<file path="src/rtl/rv32i_instr_encoder_if.sv">
// Request and instruction-memory write bus for the RV32I encoder.
// The encoder takes the slave side; the requester and memory take the master side.
interface rv32i_instr_encoder_if #(
    parameter int ADDR_WIDTH = 8
);
    logic                  in_valid;
    logic                  in_ready;
    logic [2:0]            in_fmt;
    logic [6:0]            in_opcode;
    logic [4:0]            in_rd;
    logic [4:0]            in_rs1;
    logic [4:0]            in_rs2;
    logic [2:0]            in_funct3;
    logic [6:0]            in_funct7;
    logic [31:0]           in_imm;
    logic                  imem_we;
    logic                  imem_ready;
    logic [ADDR_WIDTH-1:0] imem_addr;
    logic [31:0]           imem_wdata;

    modport master (
        output in_valid, in_fmt, in_opcode,
        output in_rd, in_rs1, in_rs2,
        output in_funct3, in_funct7, in_imm,
        output imem_ready,
        input  in_ready, imem_we,
        input  imem_addr, imem_wdata
    );

    modport slave (
        input  in_valid, in_fmt, in_opcode,
        input  in_rd, in_rs1, in_rs2,
        input  in_funct3, in_funct7, in_imm,
        input  imem_ready,
        output in_ready, imem_we,
        output imem_addr, imem_wdata
    );
endinterface

</file>
<file path="src/rtl/rv32i_instr_encoder.sv">
// Packs field-level RV32I requests into instruction words and
// streams them into instruction memory, rejecting malformed requests.
module rv32i_instr_encoder #(
    parameter int ADDR_WIDTH = 8
) (
    input  logic                  clk,
    input  logic                  rst_n,
    input  logic                  clear,
    rv32i_instr_encoder_if.slave  bus,
    output logic [ADDR_WIDTH:0]   words_written,
    output logic                  err_illegal,
    output logic [7:0]            err_count,
    output logic                  full
);
    typedef enum logic [1:0] {
        S_IDLE,
        S_WRITE,
        S_FULL
    } state_t;

    localparam logic [2:0] F_R = 3'd0;
    localparam logic [2:0] F_I = 3'd1;
    localparam logic [2:0] F_S = 3'd2;
    localparam logic [2:0] F_B = 3'd3;
    localparam logic [2:0] F_U = 3'd4;
    localparam logic [2:0] F_J = 3'd5;
    localparam logic [2:0] F_NONE = 3'd7;

    state_t                state, state_nx;
    logic [ADDR_WIDTH-1:0] addr;
    logic [31:0]           wdata;
    logic [31:0]           enc;
    logic [31:0]           imm;
    logic [2:0]            fmt_need;
    logic                  legal, imm_ok;
    logic                  accept, commit, last;

    assign imm    = bus.in_imm;
    assign last   = (addr == {ADDR_WIDTH{1'b1}});
    assign accept = bus.in_valid && bus.in_ready;
    assign commit = (state == S_WRITE) && bus.imem_ready;

    // Required format for each supported major opcode.
    always_comb begin
        fmt_need = F_NONE;
        case (bus.in_opcode)
            7'b0110011: fmt_need = F_R;
            7'b0010011: fmt_need = F_I;
            7'b0000011: fmt_need = F_I;
            7'b1100111: fmt_need = F_I;
            7'b0100011: fmt_need = F_S;
            7'b1100011: fmt_need = F_B;
            7'b0110111: fmt_need = F_U;
            7'b0010111: fmt_need = F_U;
            7'b1101111: fmt_need = F_J;
            default:    fmt_need = F_NONE;
        endcase
    end

    // Immediate representability for the requested format.
    always_comb begin
        imm_ok = 1'b0;
        case (bus.in_fmt)
            F_R: imm_ok = 1'b1;
            F_I, F_S:
                imm_ok = (&imm[31:11]) || !(|imm[31:11]);
            F_B:
                imm_ok = ((&imm[31:12]) || !(|imm[31:12]))
                         && !imm[0];
            F_J:
                imm_ok = ((&imm[31:20]) || !(|imm[31:20]))
                         && !imm[0];
            F_U: imm_ok = !(|imm[11:0]);
            default: imm_ok = 1'b0;
        endcase
        legal = imm_ok && (fmt_need != F_NONE)
                && (fmt_need == bus.in_fmt);
    end

    // Field packing per instruction format.
    always_comb begin
        enc = 32'h0;
        case (bus.in_fmt)
            F_R: enc = {bus.in_funct7, bus.in_rs2, bus.in_rs1,
                        bus.in_funct3, bus.in_rd, bus.in_opcode};
            F_I: enc = {imm[11:0], bus.in_rs1,
                        bus.in_funct3, bus.in_rd, bus.in_opcode};
            F_S: enc = {imm[11:5], bus.in_rs2, bus.in_rs1,
                        bus.in_funct3, imm[4:0], bus.in_opcode};
            F_B: enc = {imm[12], imm[10:5], bus.in_rs2, bus.in_rs1,
                        bus.in_funct3, imm[4:1], imm[11],
                        bus.in_opcode};
            F_U: enc = {imm[31:12], bus.in_rd, bus.in_opcode};
            F_J: enc = {imm[20], imm[10:1], imm[11], imm[19:12],
                        bus.in_rd, bus.in_opcode};
            default: enc = 32'h0;
        endcase
    end

    // State register.
    always_ff @(posedge clk or negedge rst_n) begin
        if (!rst_n) state <= S_IDLE;
        else        state <= state_nx;
    end

    // Next state: clear wins, a write at the top address parks in FULL.
    always_comb begin
        state_nx = state;
        if (clear) begin
            state_nx = S_IDLE;
        end else begin
            case (state)
                S_IDLE:
                    if (accept && legal) state_nx = S_WRITE;
                S_WRITE:
                    if (commit) begin
                        if (last)                state_nx = S_FULL;
                        else if (accept && legal) state_nx = S_WRITE;
                        else                      state_nx = S_IDLE;
                    end
                S_FULL:  state_nx = S_FULL;
                default: state_nx = S_IDLE;
            endcase
        end
    end

    // Outputs; the final commit refuses a new request so it is not lost.
    always_comb begin
        bus.imem_we  = (state == S_WRITE);
        full         = (state == S_FULL);
        bus.in_ready = rst_n && !clear &&
                       ((state == S_IDLE) ||
                        ((state == S_WRITE) && bus.imem_ready && !last));
    end

    assign bus.imem_addr  = addr;
    assign bus.imem_wdata = wdata;

    // Address, holding register and counters.
    always_ff @(posedge clk or negedge rst_n) begin
        if (!rst_n) begin
            addr          <= '0;
            wdata         <= 32'h0;
            words_written <= '0;
            err_illegal   <= 1'b0;
            err_count     <= 8'h0;
        end else if (clear) begin
            addr          <= '0;
            words_written <= '0;
            err_illegal   <= 1'b0;
            err_count     <= 8'h0;
        end else begin
            if (commit) begin
                words_written <= words_written + (ADDR_WIDTH+1)'(1);
                if (!last) addr <= addr + ADDR_WIDTH'(1);
            end
            if (accept && legal) wdata <= enc;
            if (accept && !legal) begin
                err_illegal <= 1'b1;
                if (err_count != 8'hFF) err_count <= err_count + 8'd1;
            end
        end
    end
endmodule

</file>
<file path="src/flat_wrapper.sv">
// flat-port wrapper written by rule: the top's interface ports become plain ports
module rv32i_instr_encoder_flat 
#(
    parameter int ADDR_WIDTH = 8
)
  (clk, rst_n, clear, words_written, err_illegal, err_count, full, bus_in_valid, bus_in_fmt, bus_in_opcode, bus_in_rd, bus_in_rs1, bus_in_rs2, bus_in_funct3, bus_in_funct7, bus_in_imm, bus_imem_ready, bus_in_ready, bus_imem_we, bus_imem_addr, bus_imem_wdata);
  rv32i_instr_encoder_if #(.ADDR_WIDTH(ADDR_WIDTH)) bus_i ();
  input  logic clk;
  input  logic rst_n;
  input  logic clear;
  output logic [ADDR_WIDTH:0] words_written;
  output logic err_illegal;
  output logic [7:0] err_count;
  output logic full;
  input wire logic [$bits(bus_i.in_valid)-1:0] bus_in_valid;
  input wire logic [$bits(bus_i.in_fmt)-1:0] bus_in_fmt;
  input wire logic [$bits(bus_i.in_opcode)-1:0] bus_in_opcode;
  input wire logic [$bits(bus_i.in_rd)-1:0] bus_in_rd;
  input wire logic [$bits(bus_i.in_rs1)-1:0] bus_in_rs1;
  input wire logic [$bits(bus_i.in_rs2)-1:0] bus_in_rs2;
  input wire logic [$bits(bus_i.in_funct3)-1:0] bus_in_funct3;
  input wire logic [$bits(bus_i.in_funct7)-1:0] bus_in_funct7;
  input wire logic [$bits(bus_i.in_imm)-1:0] bus_in_imm;
  input wire logic [$bits(bus_i.imem_ready)-1:0] bus_imem_ready;
  output wire logic [$bits(bus_i.in_ready)-1:0] bus_in_ready;
  output wire logic [$bits(bus_i.imem_we)-1:0] bus_imem_we;
  output wire logic [$bits(bus_i.imem_addr)-1:0] bus_imem_addr;
  output wire logic [$bits(bus_i.imem_wdata)-1:0] bus_imem_wdata;
  assign bus_i.in_valid = bus_in_valid;
  assign bus_i.in_fmt = bus_in_fmt;
  assign bus_i.in_opcode = bus_in_opcode;
  assign bus_i.in_rd = bus_in_rd;
  assign bus_i.in_rs1 = bus_in_rs1;
  assign bus_i.in_rs2 = bus_in_rs2;
  assign bus_i.in_funct3 = bus_in_funct3;
  assign bus_i.in_funct7 = bus_in_funct7;
  assign bus_i.in_imm = bus_in_imm;
  assign bus_i.imem_ready = bus_imem_ready;
  assign bus_in_ready = bus_i.in_ready;
  assign bus_imem_we = bus_i.imem_we;
  assign bus_imem_addr = bus_i.imem_addr;
  assign bus_imem_wdata = bus_i.imem_wdata;
  rv32i_instr_encoder #(.ADDR_WIDTH(ADDR_WIDTH)) u_core (.clk(clk), .rst_n(rst_n), .clear(clear), .bus(bus_i), .words_written(words_written), .err_illegal(err_illegal), .err_count(err_count), .full(full));
endmodule
</file>
<file path="config.mk">
export PLATFORM = sky130hd
export DESIGN_NAME = rv32i_instr_encoder_flat
export DESIGN_NICKNAME = d
export VERILOG_FILES = /design/src/rtl/rv32i_instr_encoder_if.sv /design/src/rtl/rv32i_instr_encoder.sv /design/src/flat_wrapper.sv
export SDC_FILE = /design/constraint.sdc
export NUM_CORES = 1
export LEC_CHECK = 0
export ABC_AREA = 1
export BUFFER_PORTS_ARGS = -buffer_cell sky130_fd_sc_hd__buf_4
export CORE_MARGIN = 10
export CORE_UTILIZATION = 40
export CTS_BUF_LIST = sky130_fd_sc_hd__clkbuf_8 sky130_fd_sc_hd__clkbuf_16
export DETAILED_ROUTE_END_ITERATION = 8
export PLACE_DENSITY = 0.67
export SYNTH_ARGS = -nofsm -noshare
export SYNTH_HDL_FRONTEND = slang
export SYNTH_SLANG_ARGS = --single-unit
</file>
<file path="constraint.sdc">
create_clock -name clk -period 2.19 [get_ports clk]
set_input_delay 0.438 -clock clk [delete_from_list [all_inputs] [get_ports clk]]
set_output_delay 0.438 -clock clk [all_outputs]
set_load 0.01 [all_outputs]
</file>
**After elaboration in Yosys (flattened, before gate mapping)**

Cells that the tools add are included.

- Bits of input ports: 72
- Output and inout port bits: 61
- Bits in registers: 60
- Logic and storage cells: 94

- Muxes and demuxes: 19
- Add/sub/neg operators: 3
- Eq/ne operators: 23
- Bitwise logic cells: 1
- Reductions and logical operators: 42

Operators by type and width:

| operator | number |
|---|---|
| $pmux W32 S6 | 1 |
| $mux W8 | 6 |
| $reduce_or A12 Y1 | 2 |
| $eq A7 B6 Y1 const B | 3 |
| $eq A7 B7 Y1 const B | 3 |
| $reduce_and A21 Y1 | 1 |
| $reduce_or A21 Y1 | 1 |
| $reduce_and A20 Y1 | 1 |
| $reduce_or A20 Y1 | 1 |
| $mux W9 | 2 |
| $pmux W3 S6 | 1 |
| $add A8 B1 Y8 const B | 2 |
| $eq A7 B5 Y1 const B | 2 |
| $reduce_and A12 Y1 | 1 |
| $logic_and A1 B1 Y1 | 11 |
| $add A9 B1 Y9 const B | 1 |
| $eq A8 B8 Y1 const B | 1 |
| $logic_not A1 Y1 | 8 |
| $mux W2 | 4 |
| $ne A8 B8 Y1 const B | 1 |
| $reduce_and A2 Y1 | 4 |
| $eq A7 B2 Y1 const B | 1 |
| $eq A3 B2 Y1 const B | 2 |
| $eq A3 B3 Y1 const B | 2 |
| 17 further kinds | 26 |

**Depth between registers and ports, before layout**

- Depth after elaboration: 13
- Gate-level depth with buffers: 15

**Worst setup path before layout**

No wires, ideal clock.

- Path type: register -> register
- Start: register u_core.addr[0], in the netlist u_core.bus.imem_addr[0]
- End: register u_core.wdata[14], in the netlist u_core.bus.imem_wdata[14]
- Buffers on the path: 2
- Data arrival time: 1807 ps
- Stages on the path, launching flop included: 13
- Period minus slack after synthesis: 1924 ps
- Required time: 2073 ps
- Slack: 266 ps
- Cell sequence: dfrtp_1 -> ha_1 -> nand3_1 -> nor3_1 -> nand2_1 -> nand2_2 -> o21ai_0 -> nand4_1 -> nor2_4 -> buf_4 -> buf_6 -> o21ai_1 -> inv_1

- Word-level cells in the longest chain between the ends: 8

RTL lines:

| item | RTL line | source |
|---|---|---|
| from (decl) | rv32i_instr_encoder.sv:30 | `logic [ADDR_WIDTH-1:0] addr;` |
| from (signal assigned) | rv32i_instr_encoder.sv:155 | `if (!last) addr <= addr + ADDR_WIDTH'(1);` |
| $eq A8 B8 Y1 | rv32i_instr_encoder.sv:39 | `assign last = (addr == {ADDR_WIDTH{1'b1}});` |
| $logic_not A1 Y1 | rv32i_instr_encoder.sv:133 | `((state == S_WRITE) && bus.imem_ready && !last));` |
| $logic_and A1 B1 Y1 | rv32i_instr_encoder.sv:133 |  |
| $logic_or A1 B1 Y1 | rv32i_instr_encoder.sv:132 | `((state == S_IDLE) \|\|` |
| $logic_and A1 B1 Y1 | rv32i_instr_encoder.sv:131 | `bus.in_ready = rst_n && !clear &&` |
| $logic_and A1 B1 Y1 | rv32i_instr_encoder.sv:40 | `assign accept = bus.in_valid && bus.in_ready;` |
| $logic_and A1 B1 Y1 | rv32i_instr_encoder.sv:157 | `if (accept && legal) wdata <= enc;` |
| $reduce_and A2 Y1 (no line) | - |  |
| to (signal assigned) | rv32i_instr_encoder.sv:157 |  |
| to (decl) | rv32i_instr_encoder.sv:31 | `logic [31:0] wdata;` |

No other way between the ends.
A chain may end at the register's enable or synchronous reset.

**Final worst setup path**

- Start: register u_core.addr[1], in the netlist u_core.bus.imem_addr[1]
- End: output port bus_in_ready

- Word-level cells in the longest chain between the ends: 5

RTL lines:

| item | RTL line | source |
|---|---|---|
| $eq A8 B8 Y1 | rv32i_instr_encoder.sv:39 |  |
| $logic_not A1 Y1 | rv32i_instr_encoder.sv:133 |  |
| $logic_and A1 B1 Y1 | rv32i_instr_encoder.sv:133 |  |
| $logic_or A1 B1 Y1 | rv32i_instr_encoder.sv:132 |  |
| $logic_and A1 B1 Y1 | rv32i_instr_encoder.sv:131 |  |
| to (decl) | flat_wrapper.sv:25 | `output wire logic [$bits(bus_i.in_ready)-1:0] bus_in_ready;` |

No other way between the ends.

==> flow_summary.toml <==
[outcome]
status = "finished clean"

[timing]
relSlewSlack = 0.484
setup_violations = 0
min_period_ns = 2.15
hold_viol_final = 0
fin_setup_tns_ns = 0
timing.final.crit_share = 0.982
setup_ws_ns = 0.0399
tightestPinTransition_ns = 0.774
skew_ns = 0.0147
rsz0062_at_grt = "true"
clock.fmax_ghz = 0.465
drv_slew = 0

[pwr]
p_per_area_nw_per_um2 = 489
p_leak_nw = 2.67
clkPwrFrac = 0.370
p_int_mw = 1.75
p_switching_mw = 0.654
vdd_ir_drop_max_v = 0.000303
share_seq_of_total_power = 0.474
combPwrFrac = 0.156
swShare = 0.272

[final_layout]
finalNetCount = 717
area_growth_pct = 39.8
final_common_cell = "buf_4"
drive_above_1_share = 0.280
final_cell_count_no_fill = 754
final_cell_mix = "buf_4, nand2_1, inv_1"
insertedDiodeCount = 0

[grt]
grt_overflow = 0
grt_start_max_net_pins = 61
grt_pass1_wl_mm = 18.4
grt_pass1_vias = 3763
grt.total_usage = 0.172
antenna_found_initial = 0

[placement]
place_inst = 733
pre_cts_ws_ns = 0.0284
dp_hpwl_mm = 8.98
numPortBuffers = 132
gp_congestion = 0.933

[worst_setup_path]
cp-end-kind = "primary output"
cp_max_fo = 3
r2r-start = "u_core.bus.imem_addr[1]"
crit_type = "flip-flop to primary output"
cp_data_arrival_time_ns = 1.71
r2r_slack_ns = 0.18
worstSetupEndpoint = "bus_in_ready"
worstPathRequired_ns = 1.75
startpoint = "u_core.bus.imem_addr[1]"
r2r_end = "u_core.err_count[0]"
critPathLaunchType = "flip-flop"
reg2reg_depth = 13

[drt]
first_iter_violations = 212
drtPass1Iterations = 5
post_drt_wl_per_cell_um = 15.0
drt-total-wl_mm = 11.3
drc = 0
postRouteAntennaNets = 0
via_per_inst = 5.01
vias = 3778

[yosys]
yosysWarningCount = 0
synth_top_cell_by_area = "dfrtp_1"
synth_top_flop_cell = "dfrtp_1"
ys_async_sr_fraction = 1.00
syn_nets = 571
synth_cell_type_count = 34
seq_area_frac_synth = 0.427
ys_ff_latch = 60
syn_area_sq_um = 3520
synth-edff-count = 0
syn_inst = 496
avgSynthCellArea_sq_um = 7.10
synth_area_leaders = "dfrtp_1, nand2_1, inv_1, nor2_1, nand3_1"
synth_top_area_share = 0.427

[floorplan]
die_height_um = 114
initial_core_util = 0.408
die_area_sq_um = 13000
coreArea_sq_um = 8640
die_width_um = 114
fp-row-count = 34
io-pin-count = 133

[clock_network]
cts-root-buf = "clkbuf_8"
clk_pin_slew_ns = 0.07
cts_buffer_depth = 2
cts_tree = "yes"
h-tree-depth = 3
clk_latency_ns = 0.34
cts_inserted_buffers = 9
clock-sinks = 60

[worst_hold_path]
holdCritPathClass = "primary input to async pin"

[job]
max-cap-violations = 0
-- kinds of logic after synthesis --
| family | share of synthesized area |
|---|---|
| compound gates | 0.151 |
| simple gates | 0.295 |
| buf+inv | 0.104 |
| fa+ha+maj | 0.0107 |
| flops | 0.427 |
| xor+xnor | 0.0124 |
-- power groups by stage --
stage                     logic, mW  registers (mW)  clock network [mW]
final                         0.376            1.14               0.889
after CTS                     0.370            1.14               0.915
after global placement        0.365            1.16                   0
after global routing          0.419            1.14               0.979
after detailed placement      0.369            1.16                   0
after floorplan               0.145            1.16                   0
-- cell usage after synthesis (2+ instances only) --
library cell / number
nor3_1: 10
a211oi_1: 2
o21ai_0: 27
nand2_1: 121
nand2_2: 4
inv_1: 78
a21oi_1: 17
nand4_1: 7
clkbuf_1: 4
nor2_2: 4
o22ai_1: 4
a221oi_1: 11
dfrtp_1: 60
or2_2: 2
nor2_4: 2
ha_1: 3
nand3_1: 31
nor2_1: 63
xor2_1: 4
a22o_1: 5
inv_2: 3
buf_2: 5
o21ai_1: 18
-- registers in the layout (all words and copies together), names as in the netlist --
signal and cells:
u_core.bus.imem_addr 8, u_core.err_count 8, u_core.err_illegal 1, u_core.bus.imem_wdata 32, u_core.words_written 9, u_core.state 2
-- layout make-up --
cell class / count / area (sq um)
multi-input combinational: 343 / 1680
sequential: 60 / 1500
timing repair buffer: 146 / 1120
clock inverter: 4 / 17.5
fill: 857 / 3710
tap: 108 / 135
clock buffer: 11 / 151
inverter: 82 / 310
-- routing by layer --
metal	wire, um	GRT usage	part of all wire
met4	205	0.0551	0.018
met2	5220	0.271	0.46
met5	0	0	0
met3	936	0.0625	0.083
met1	4950	0.215	0.44
-- metrics by stage --
| step | utilization | area [sq um] | total power, mW | hold slack [ns] |
|---|---|---|---|---|
| floorplan | - | 3520 | 1.31 | 0.142 |
| global placement | 0.540 | 4660 | 1.53 | 0.455 |
| detailed placement | 0.540 | 4660 | 1.53 | 0.459 |
| CTS | 0.561 | 4840 | 2.42 | 0.322 |
| global route | 0.570 | 4920 | 2.54 | 0.330 |
| finish | 0.570 | 4920 | 2.41 | 0.294 |
-- worst max-delay path, cell delays in order (launching register included) --
cell and delay, ns:
dfrtp_1 0.38, ha_2 0.20, nand3_2 0.09, nor3_2 0.21
nand2_1 0.11, nand2_2 0.09, o21ai_2 0.06, nand3_1 0.08
inv_1 0.05, buf_6 0.11
-- repair_timing --
| action | in CTS | in global routing |
|---|---|---|
| pin swaps | 1 | 7 |
| buffers inserted | 1 | 5 |
| gates resized for setup | 1 | 10 |
| setup endpoints to repair | 1 | 33 |
| hold buffers | 0 | 0 |
-- worst min-delay path by stage --
stage | end | slack (ns) | depth (start not counted) | start
finish | u_core.bus.imem_addr[2] | 0.29 | 2 | rst_n
global route | u_core.bus.imem_wdata[3] | 0.33 | 3 | bus_in_opcode[3]
CTS | u_core.bus.imem_wdata[3] | 0.32 | 3 | bus_in_opcode[3]
detailed placement | u_core.bus.imem_wdata[1] | 0.46 | 1 | u_core.bus.imem_wdata[1]
global placement | u_core.bus.imem_wdata[1] | 0.45 | 1 | u_core.bus.imem_wdata[1]
floorplan | u_core.bus.imem_addr[0] | 0.14 | 0 | rst_n
(Power assumes the default switching activity.)
